File: src/rtl/serial_magnitude_comparator_if.sv
// Operand/result handshake bundle for the serial magnitude comparator.
// The master side supplies operands and consumes results; the slave side is the comparator.
interface serial_magnitude_comparator_if #(
    parameter int WIDTH = 8,
    parameter int DIGIT = 2
);
    localparam int SW = $clog2(WIDTH / DIGIT) + 1;

    logic             in_valid;
    logic             in_ready;
    logic [WIDTH-1:0] x;
    logic [WIDTH-1:0] y;
    logic             is_signed;
    logic             out_valid;
    logic             out_ready;
    logic             eq;
    logic             gt;
    logic             lt;
    logic [SW-1:0]    steps;

    modport master (
        output in_valid, x, y, is_signed, out_ready,
        input  in_ready, out_valid, eq, gt, lt, steps
    );

    modport slave (
        input  in_valid, x, y, is_signed, out_ready,
        output in_ready, out_valid, eq, gt, lt, steps
    );
endinterface

File: src/rtl/serial_magnitude_comparator.sv
// Multi-cycle magnitude comparator: walks DIGIT bits per clock, MS digit first,
// keeping the eq/gt/lt cascade in registers, with optional early termination.
module serial_magnitude_comparator #(
    parameter int WIDTH      = 8,
    parameter int DIGIT      = 2,
    parameter bit EARLY_EXIT = 1'b1
) (
    input  logic                        clk,
    input  logic                        rst_n,
    serial_magnitude_comparator_if.slave bus
);
    localparam int NDIG = WIDTH / DIGIT;
    localparam int SW   = $clog2(NDIG) + 1;
    localparam logic [WIDTH-1:0] MSB_MASK = WIDTH'(1) << (WIDTH - 1);
    localparam logic [SW-1:0]    LAST_IDX = SW'(NDIG - 1);

    if (WIDTH % DIGIT != 0) begin : g_width_check
        $error("serial_magnitude_comparator: WIDTH must be a multiple of DIGIT");
    end

    typedef enum logic [1:0] {
        IDLE,
        COMPARE,
        DONE
    } state_t;

    state_t           state_q, state_d;
    logic [WIDTH-1:0] x_q, x_d;
    logic [WIDTH-1:0] y_q, y_d;
    logic [SW-1:0]    cnt_q, cnt_d;
    logic             ceq_q, ceq_d;
    logic             cgt_q, cgt_d;
    logic             clt_q, clt_d;
    logic             eq_q, eq_d;
    logic             gt_q, gt_d;
    logic             lt_q, lt_d;
    logic [SW-1:0]    steps_q, steps_d;

    logic [DIGIT-1:0] xd, yd;
    logic             step_eq, step_gt, step_lt;
    logic             finish;

    // State, operand shift registers, cascade and result registers
    always_ff @(posedge clk or negedge rst_n) begin
        if (!rst_n) begin
            state_q <= IDLE;
            x_q     <= '0;
            y_q     <= '0;
            cnt_q   <= '0;
            ceq_q   <= 1'b0;
            cgt_q   <= 1'b0;
            clt_q   <= 1'b0;
            eq_q    <= 1'b0;
            gt_q    <= 1'b0;
            lt_q    <= 1'b0;
            steps_q <= '0;
        end else begin
            state_q <= state_d;
            x_q     <= x_d;
            y_q     <= y_d;
            cnt_q   <= cnt_d;
            ceq_q   <= ceq_d;
            cgt_q   <= cgt_d;
            clt_q   <= clt_d;
            eq_q    <= eq_d;
            gt_q    <= gt_d;
            lt_q    <= lt_d;
            steps_q <= steps_d;
        end
    end

    // Next-state, digit cascade update and result capture
    always_comb begin
        state_d = state_q;
        x_d     = x_q;
        y_d     = y_q;
        cnt_d   = cnt_q;
        ceq_d   = ceq_q;
        cgt_d   = cgt_q;
        clt_d   = clt_q;
        eq_d    = eq_q;
        gt_d    = gt_q;
        lt_d    = lt_q;
        steps_d = steps_q;

        // Operands are shifted left each step, so the current digit is always on top.
        xd = x_q[WIDTH-1 -: DIGIT];
        yd = y_q[WIDTH-1 -: DIGIT];

        // Once the cascade is decided it is held.
        step_eq = ceq_q ? (xd == yd) : 1'b0;
        step_gt = ceq_q ? (xd > yd)  : cgt_q;
        step_lt = ceq_q ? (xd < yd)  : clt_q;
        finish  = (EARLY_EXIT && !step_eq) || (cnt_q == LAST_IDX);

        case (state_q)
            IDLE: begin
                if (bus.in_valid) begin
                    // Signed compare: flipping the sign bit once at latch time makes
                    // two's complement order match unsigned order for every digit.
                    x_d     = bus.x ^ (bus.is_signed ? MSB_MASK : '0);
                    y_d     = bus.y ^ (bus.is_signed ? MSB_MASK : '0);
                    cnt_d   = '0;
                    ceq_d   = 1'b1;
                    cgt_d   = 1'b0;
                    clt_d   = 1'b0;
                    state_d = COMPARE;
                end
            end
            COMPARE: begin
                ceq_d = step_eq;
                cgt_d = step_gt;
                clt_d = step_lt;
                x_d   = x_q << DIGIT;
                y_d   = y_q << DIGIT;
                cnt_d = cnt_q + 1'b1;
                if (finish) begin
                    eq_d    = step_eq;
                    gt_d    = step_gt;
                    lt_d    = step_lt;
                    steps_d = cnt_q + 1'b1;
                    state_d = DONE;
                end
            end
            DONE: begin
                if (bus.out_ready) begin
                    state_d = IDLE;
                end
            end
            default: state_d = IDLE;
        endcase
    end

    assign bus.in_ready  = (state_q == IDLE);
    assign bus.out_valid = (state_q == DONE);
    assign bus.eq        = eq_q;
    assign bus.gt        = gt_q;
    assign bus.lt        = lt_q;
    assign bus.steps     = steps_q;
endmodule

File: src/flat_wrapper.sv
// flat-port wrapper written by rule: the top's interface ports become plain ports
module serial_magnitude_comparator_flat 
#(
    parameter int WIDTH      = 8,
    parameter int DIGIT      = 2,
    parameter bit EARLY_EXIT = 1'b1
)
  (clk, rst_n, bus_in_valid, bus_x, bus_y, bus_is_signed, bus_out_ready, bus_in_ready, bus_out_valid, bus_eq, bus_gt, bus_lt, bus_steps);
  serial_magnitude_comparator_if #(.WIDTH(WIDTH), .DIGIT(DIGIT)) bus_i ();
  input  logic clk;
  input  logic rst_n;
  input wire logic [$bits(bus_i.in_valid)-1:0] bus_in_valid;
  input wire logic [$bits(bus_i.x)-1:0] bus_x;
  input wire logic [$bits(bus_i.y)-1:0] bus_y;
  input wire logic [$bits(bus_i.is_signed)-1:0] bus_is_signed;
  input wire logic [$bits(bus_i.out_ready)-1:0] bus_out_ready;
  output wire logic [$bits(bus_i.in_ready)-1:0] bus_in_ready;
  output wire logic [$bits(bus_i.out_valid)-1:0] bus_out_valid;
  output wire logic [$bits(bus_i.eq)-1:0] bus_eq;
  output wire logic [$bits(bus_i.gt)-1:0] bus_gt;
  output wire logic [$bits(bus_i.lt)-1:0] bus_lt;
  output wire logic [$bits(bus_i.steps)-1:0] bus_steps;
  assign bus_i.in_valid = bus_in_valid;
  assign bus_i.x = bus_x;
  assign bus_i.y = bus_y;
  assign bus_i.is_signed = bus_is_signed;
  assign bus_i.out_ready = bus_out_ready;
  assign bus_in_ready = bus_i.in_ready;
  assign bus_out_valid = bus_i.out_valid;
  assign bus_eq = bus_i.eq;
  assign bus_gt = bus_i.gt;
  assign bus_lt = bus_i.lt;
  assign bus_steps = bus_i.steps;
  serial_magnitude_comparator #(.WIDTH(WIDTH), .DIGIT(DIGIT), .EARLY_EXIT(EARLY_EXIT)) u_core (.clk(clk), .rst_n(rst_n), .bus(bus_i));
endmodule
File: config.mk
export PLATFORM = sky130hd
export DESIGN_NAME = serial_magnitude_comparator_flat
export DESIGN_NICKNAME = d
export VERILOG_FILES = /design/src/rtl/serial_magnitude_comparator_if.sv /design/src/rtl/serial_magnitude_comparator.sv /design/src/flat_wrapper.sv
export SDC_FILE = /design/constraint.sdc
export NUM_CORES = 1
export LEC_CHECK = 0
export CORE_ASPECT_RATIO = 1.25
export CORE_MARGIN = 2
export CORE_UTILIZATION = 50
export CTS_BUF_LIST = sky130_fd_sc_hd__clkbuf_4 sky130_fd_sc_hd__clkbuf_8
export DETAILED_ROUTE_END_ITERATION = 8
export GPL_TIMING_DRIVEN = 0
export PLACE_DENSITY = 0.82
export SYNTH_ARGS = -nofsm -noshare
export SYNTH_HDL_FRONTEND = slang
export SYNTH_SLANG_ARGS = --single-unit
export TNS_END_PERCENT = 100
File: constraint.sdc
create_clock -name clk -period 3.3 [get_ports clk]
set_input_delay 0.66 -clock clk [delete_from_list [all_inputs] [get_ports clk]]
set_output_delay 0.66 -clock clk [all_outputs]
set_load 0.02 [all_outputs]
== Word-level counts from Yosys, hierarchy flattened ==
Index checks and enable logic that the tools add are counted.

* Register bits after elaboration: 30
* Bits of input ports: 21
* Output and inout bits: 8
* Logic and storage cells: 49

* Add/sub/neg operators: 1
* Magnitude comparators: 2
* Equal/unequal tests: 7
* Multiplexer cells: 19
* Bitwise logic cells: 2
* Reductions and logical operators: 7

{| class="wikitable"
|+ Operator list
! kind !! number
|-
| $pmux 8 s2 || 2
|-
| $mux 8 || 3
|-
| $xor 8x8->8 || 2
|-
| $mux 2 || 3
|-
| $pmux 1 s2 || 3
|-
| $pmux 2 s3 || 1
|-
| $pmux 3 s2 || 1
|-
| $mux 1 || 5
|-
| $ne 2x2->1 const B || 2
|-
| $reduce_and 2->1 || 2
|-
| $add 3x1->3 const B || 1
|-
| $eq 3x2->1 const B || 1
|-
| $mux 3 || 1
|-
| $reduce_and 3->1 || 1
|-
| $eq 2x1->1 const B || 1
|-
| $eq 2x2->1 || 1
|-
| $eq 2x2->1 const B || 1
|-
| $gt 2x2->1 || 1
|-
| $logic_not 2->1 || 1
|-
| $lt 2x2->1 || 1
|-
| $ne 2x1->1 const B || 1
|-
| $reduce_bool 2->1 || 1
|-
| $logic_not 1->1 || 1
|-
| $logic_or 1x1->1 || 1
|}

== Depth between registers and ports, before layout ==
* Depth in word-level cells: 6
* Mapped depth: 5
* Mapped depth without buffers: 5

== Worst setup path before layout ==
Ideal clock, no wire load.

* Path kind: flip-flop to flip-flop
* From: reg u_core.cnt_q[0]
* To: reg u_core.lt_q (netlist: u_core.bus.lt)
* Library setup time: 125 ps
* Data arrival time: 1448 ps
* Data required time: 3175 ps
* Path slack: 1727 ps
* Stages on the path, launching flop included: 6
* Period minus slack after synthesis: 1573 ps
* Cell sequence: dfrtp_1 -> ha_1 -> ha_1 -> nand4b_1 -> nand2_4 -> mux2_4

* Word-level cells in the longest chain between the ends: 3

{| class="wikitable"
|+ Ends and longest elaborated chain
! item !! RTL line !! source
|-
| start, declared || serial_magnitude_comparator.sv:30 || <nowiki>logic [SW-1:0] cnt_q, cnt_d;</nowiki>
|-
| start signal, assigned || serial_magnitude_comparator.sv:61 || <nowiki>cnt_q <= cnt_d;</nowiki>
|-
| $eq 3x2->1 || serial_magnitude_comparator.sv:94 || <nowiki>finish = (EARLY_EXIT && !step_eq) || (cnt_q == LAST_IDX);</nowiki>
|-
| $logic_or 1x1->1 || serial_magnitude_comparator.sv:94 ||
|-
| $reduce_and 2->1 (no source line) || n/a ||
|-
| end signal, assigned || serial_magnitude_comparator.sv:67 || <nowiki>lt_q <= lt_d;</nowiki>
|-
| end, declared || serial_magnitude_comparator.sv:36 || <nowiki>logic lt_q, lt_d;</nowiki>
|}

No other way between the ends.
A chain may end at the register's enable or synchronous reset.

== Worst setup path in the final report ==
* From: reg u_core.state_q[0]
* To: out bus_out_valid

* Word-level cells in the longest chain between the ends: 1

{| class="wikitable"
|+ Ends and longest elaborated chain
! item !! RTL line !! source
|-
| start, declared || serial_magnitude_comparator.sv:27 || <nowiki>state_t state_q, state_d;</nowiki>
|-
| start signal, assigned || serial_magnitude_comparator.sv:58 || <nowiki>state_q <= state_d;</nowiki>
|-
| $eq 2x2->1 || serial_magnitude_comparator.sv:135 || <nowiki>assign bus.out_valid = (state_q == DONE);</nowiki>
|-
| end, declared || flat_wrapper.sv:18 || <nowiki>output wire logic [$bits(bus_i.out_valid)-1:0] bus_out_valid;</nowiki>
|}

No other way between the ends.

==> summary by stage <==
Yosys
The number of instances in the synthesized netlist is ~160. After Yosys synthesis, full adders, half adders and majority gates account for 3.19% of the synthesized area. The post-synth net total is roughly 180. The mux share of post-synthesis cell area is ~1.9%.

The number of distinct standard cells referenced by the synthesized netlist is 35. The flip-flop and latch count after synthesis is 30. The xor/xnor share of the synthesized area is under 10%.

Summing the areas of all compound-gate instances in the mapped netlist gives between 20% and 30% of the synthesized area. The combinational family with the most area after synthesis is compound AO/OA/AOI/OAI gates. During synthesis, Yosys emitted a total of 0 warnings.

The mean post-synth cell area is ~10 µm². Summing the areas of all and, or, nand and nor instances in the mapped netlist gives about 15% of the synthesized area. The mapped netlist covers roughly 1600 µm². The share of the Yosys chip area taken by registers is a little under half.

Drt
After detailed routing, the number of vias per cell comes to approximately 5.8. The number of detailed-routing iterations run before antenna repair is 4. Once detail routing completed, the nets flagged for antenna violations numbered 0.

The routed design has between 3 and 4 mm of wire. The initial DRC count is 43. The routed layout has between 1000 and 1500 vias. The final routed wire length divided by cell count is about 15 µm. The residual DRC count is 0.

Placement
The worst setup slack before clock tree synthesis is slightly above 1 ns. The count of buffers inserted at the top-level ports is 28. The total instance count after detailed placement is 222.

The congestion estimate from routability-driven global placement came to ~0.86. Once placement finished, the instance area stood at roughly 1900 µm². Summed over all nets, the half-perimeter wirelength after detailed placement is 2.57 mm.

Final layout
The layout has 277 filler cells. The number of cells in the finished layout apart from fillers is 230. The relative area change from synthesis to final layout is 24.5%. The count of nets after finishing is 218. The layout cell share with drive strength beyond 1 is a little under an eighth. The number of antenna diodes in the final layout is 0. After routing the design area is 1950 µm².

CTS
In this run the clock root is driven by a clkbuf_4. The clock-pin slew of the registers on the worst-case setup and hold paths is approximately 0.090 ns. The number of setup buffers added after CTS is 0. The number of buffers created by CTS is 5. The longest clock path from root to sink contains 2 buffers.

The H-tree was split into 2 levels. At the later pin of the worst-skew pair, clock insertion delay measures 0.34 ns. The quantity of gates resized following cts is 0.

The CTS tree is done. CTS saw 30 sinks. In this run, post-CTS hold repair placed 0 buffers.

Timing
The actual slew at the worst max-slew pin is ~0.67 ns. The maximum clock rate is ~0.38 GHz. For the finished layout, the period the worst path requires is 2.62 ns. The worst-case headroom to the max-slew limit is 55.5%. The number of hold violations in the final report is 0. Setup repair after global routing left no endpoint under its margin. Setup violations remaining at the end of the flow were counted as 0. The total negative slack for setup checks is 0 ns. The clock arrives with between 0.01 and 0.015 ns of skew.

Across all setup checks in the final design, the least slack found is 0.684 ns. The max-slew violation total from the final report is 0. In the finished design, the share of the clock period the worst path needs comes to roughly 79%.

Min path
The min-delay analysis places its worst path in the category input port to asynchronous set/reset pin.

Setup path
The required time at the worst-slack endpoint is between 2 and 3 ns. Setup slack on the worst reg-to-reg path comes out at roughly 1.6 ns. The worst setup path is of the register to output pin kind. The worst register-to-register path ends at u_core.bus.lt. The cell depth of the worst flop-to-flop path is 5.

The type of destination of the critical path is an output pin. The arrival time at the worst endpoint is 1.96 ns. The worst register-to-register path begins at u_core.cnt_q[0]. The top fanout value on the critical path is 10.

The critical path starts at u_core.state_q[0]. STA classifies the critical path startpoint as a register.

Run status
The flow ran to the end, and the final reports show no timing, DRC or antenna violations.

Power
In this run switching power makes up slightly above 40% of total power. Combinational logic burns between 50% and 60% of the power. The areal power density over the cells is ~950 nW/µm².

Summing internal, switching and leakage power gives ~1.9 mW. The internal power of the cells totals between 1 and 1.5 mW. The proportion of power drawn by the clock network is between 10% and 20%.

The sequential fraction of design power is between 30% and 40%. The worst ir drop on vdd is about 610 µV. The analysis attributes to cell leakage a power of 0.884 nW. The net switching component of the power is about 760 µW.

Floorplan
For this design the top-level I/O count stands at 29. The core area is between 2000 and 3000 µm². The die footprint is between 3000 and 4000 µm². The site row count is 22. The initial core utilization is a little over half. Measured along the y axis, the die boundary spans between 60 and 70 µm. The floorplan step set the die width to 54.1 µm.

GRT
For this run, the total global-route usage over all layers was measured as 23.0%. The initial antenna violation count is 0. For this run the aggregate overflow at the end of global routing stands at 0. The largest net degree at the start of global routing is 31. The first global-routing pass estimated between 5 and 6 mm of wire. The via count of the first global-routing pass was between 1000 and 1500.

Flow run
Max-cap violations in this run came to 0.
[cell usage in the layout, fill, tap and decap left out, types with 2 or more instances in the layout]
cell,synthesis,final
buf_6,3,3
buf_2,4,5
a2bb2oi_1,2,2
a22oi_1,11,11
ha_1,4,4
clkbuf_4,0,6
nand2b_1,3,3
buf_4,2,2
a21oi_1,20,20
and2b_1,12,12
inv_1,6,6
nand2_1,11,11
mux2_4,2,2
o21ai_1,8,8
clkdlybuf4s50_1,0,27
dfrtp_1,30,30
nor2_1,4,4
nor2b_1,3,3
o21ai_0,15,15
[cell usage after synthesis, drive strengths merged]
cell,number,area (µm²)
nand4b,1,8.76
a22oi,11,82.6
xor2,1,8.76
o21bai,1,7.51
o211ai,1,7.51
mux2,2,30.0
a32o,1,10.0
o2bb2ai,1,8.76
dfrtp,30,751
and2b,12,90.1
o31ai,1,7.51
ha,4,50.1
a32oi,1,8.76
nand2,12,52.6
o21a,1,7.51
a21oi,20,100
nor2b,4,27.5
clkbuf,1,3.75
a31oi,1,6.26
o21ai,23,115
xnor2,1,8.76
inv,6,22.5
a22o,1,8.76
nor2,4,15.0
nand2b,3,18.8
and4b,1,10.0
nand3,1,5.00
a21o,1,7.51
a2bb2oi,2,17.5
buf,9,68.8
[worst max path at each step]
stage	endpoint	slack, ns	cells after the start
2_1_floorplan	u_core.bus.lt	1.73	5
3_5_place_dp	u_core.x_q[1]	1.03	1
3_3_place_gp	bus_out_valid	1.07	5
5_1_grt	bus_out_valid	0.56	5
4_1_cts	bus_out_valid	0.67	5
6_report	bus_out_valid	0.68	5
[logic make-up (layout without fill, tap and decap cells)]
kind of cell               count (synthesis)  after routing
adders and majority gates                  4              4
AOI/OAI and AO/OA                         66             66
and+or+nand+nor                           38             38
DFF                                       30             30
buffers and inverters                     16             52
xor gates and xnor gates                   2              2
muxes                                      2              2
[layer usage]
layer  global-route usage [%]  wire (µm)
met5                        0          0
met4                     10.9         70
met3                     6.50        173
met2                     38.7       1750
met1                     26.0       1510
[state kept, by name, summed over array words and instances (netlist names)]
| name | count |
|---|---|
| u_core.x_q | 8 |
| u_core.cnt_q | 3 |
| u_core.bus.lt | 1 |
| u_core.clt_q | 1 |
| u_core.ceq_q | 1 |
| u_core.bus.gt | 1 |
| u_core.bus.steps | 3 |
| u_core.bus.eq | 1 |
| u_core.y_q | 8 |
| u_core.cgt_q | 1 |
| u_core.state_q | 2 |
[metrics by stage]
step           hold WS (ns)  utilization [%]
2_1_floorplan         0.364                -
3_3_place_gp          0.468             63.6
3_5_place_dp          0.471             63.6
4_1_cts               0.492             65.8
5_1_grt               0.381             65.6
6_report              0.347             65.6
[power by group through the flow]
| stage | Sequential (mW) | Combinational [mW] | Clock (mW) |
|---|---|---|---|
| 6_report | 0.664 | 0.948 | 0.239 |
| 2_1_floorplan | 0.679 | 0.631 | 0 |
| 3_3_place_gp | 0.656 | 0.909 | 0 |
| 4_1_cts | 0.662 | 0.953 | 0.246 |
| 5_1_grt | 0.683 | 1.06 | 0.267 |
| 3_5_place_dp | 0.669 | 0.948 | 0 |
[cell type report]
class                   count  area (µm²)  area share (%)
flip-flops and latches     30         751            38.5
repair buffers             28         275            14.1
clock buffers               7        58.8            3.01
well taps                  36        45.0            2.31
multi-input cells         112         721            36.9
clock inverters             1        5.00           0.257
plain buffers              10        72.6            3.72
inverters                   6        22.5            1.15
[worst max-delay path, stage by stage (launching register included)]
cell and delay, ns:
dfrtp_1 0.44, clkbuf_1 0.36, inv_1 0.14, nand2_1 0.11, inv_1 0.04, clkdlybuf4s50_1 0.52
Note: power is estimated with default switching activity, not from simulation.
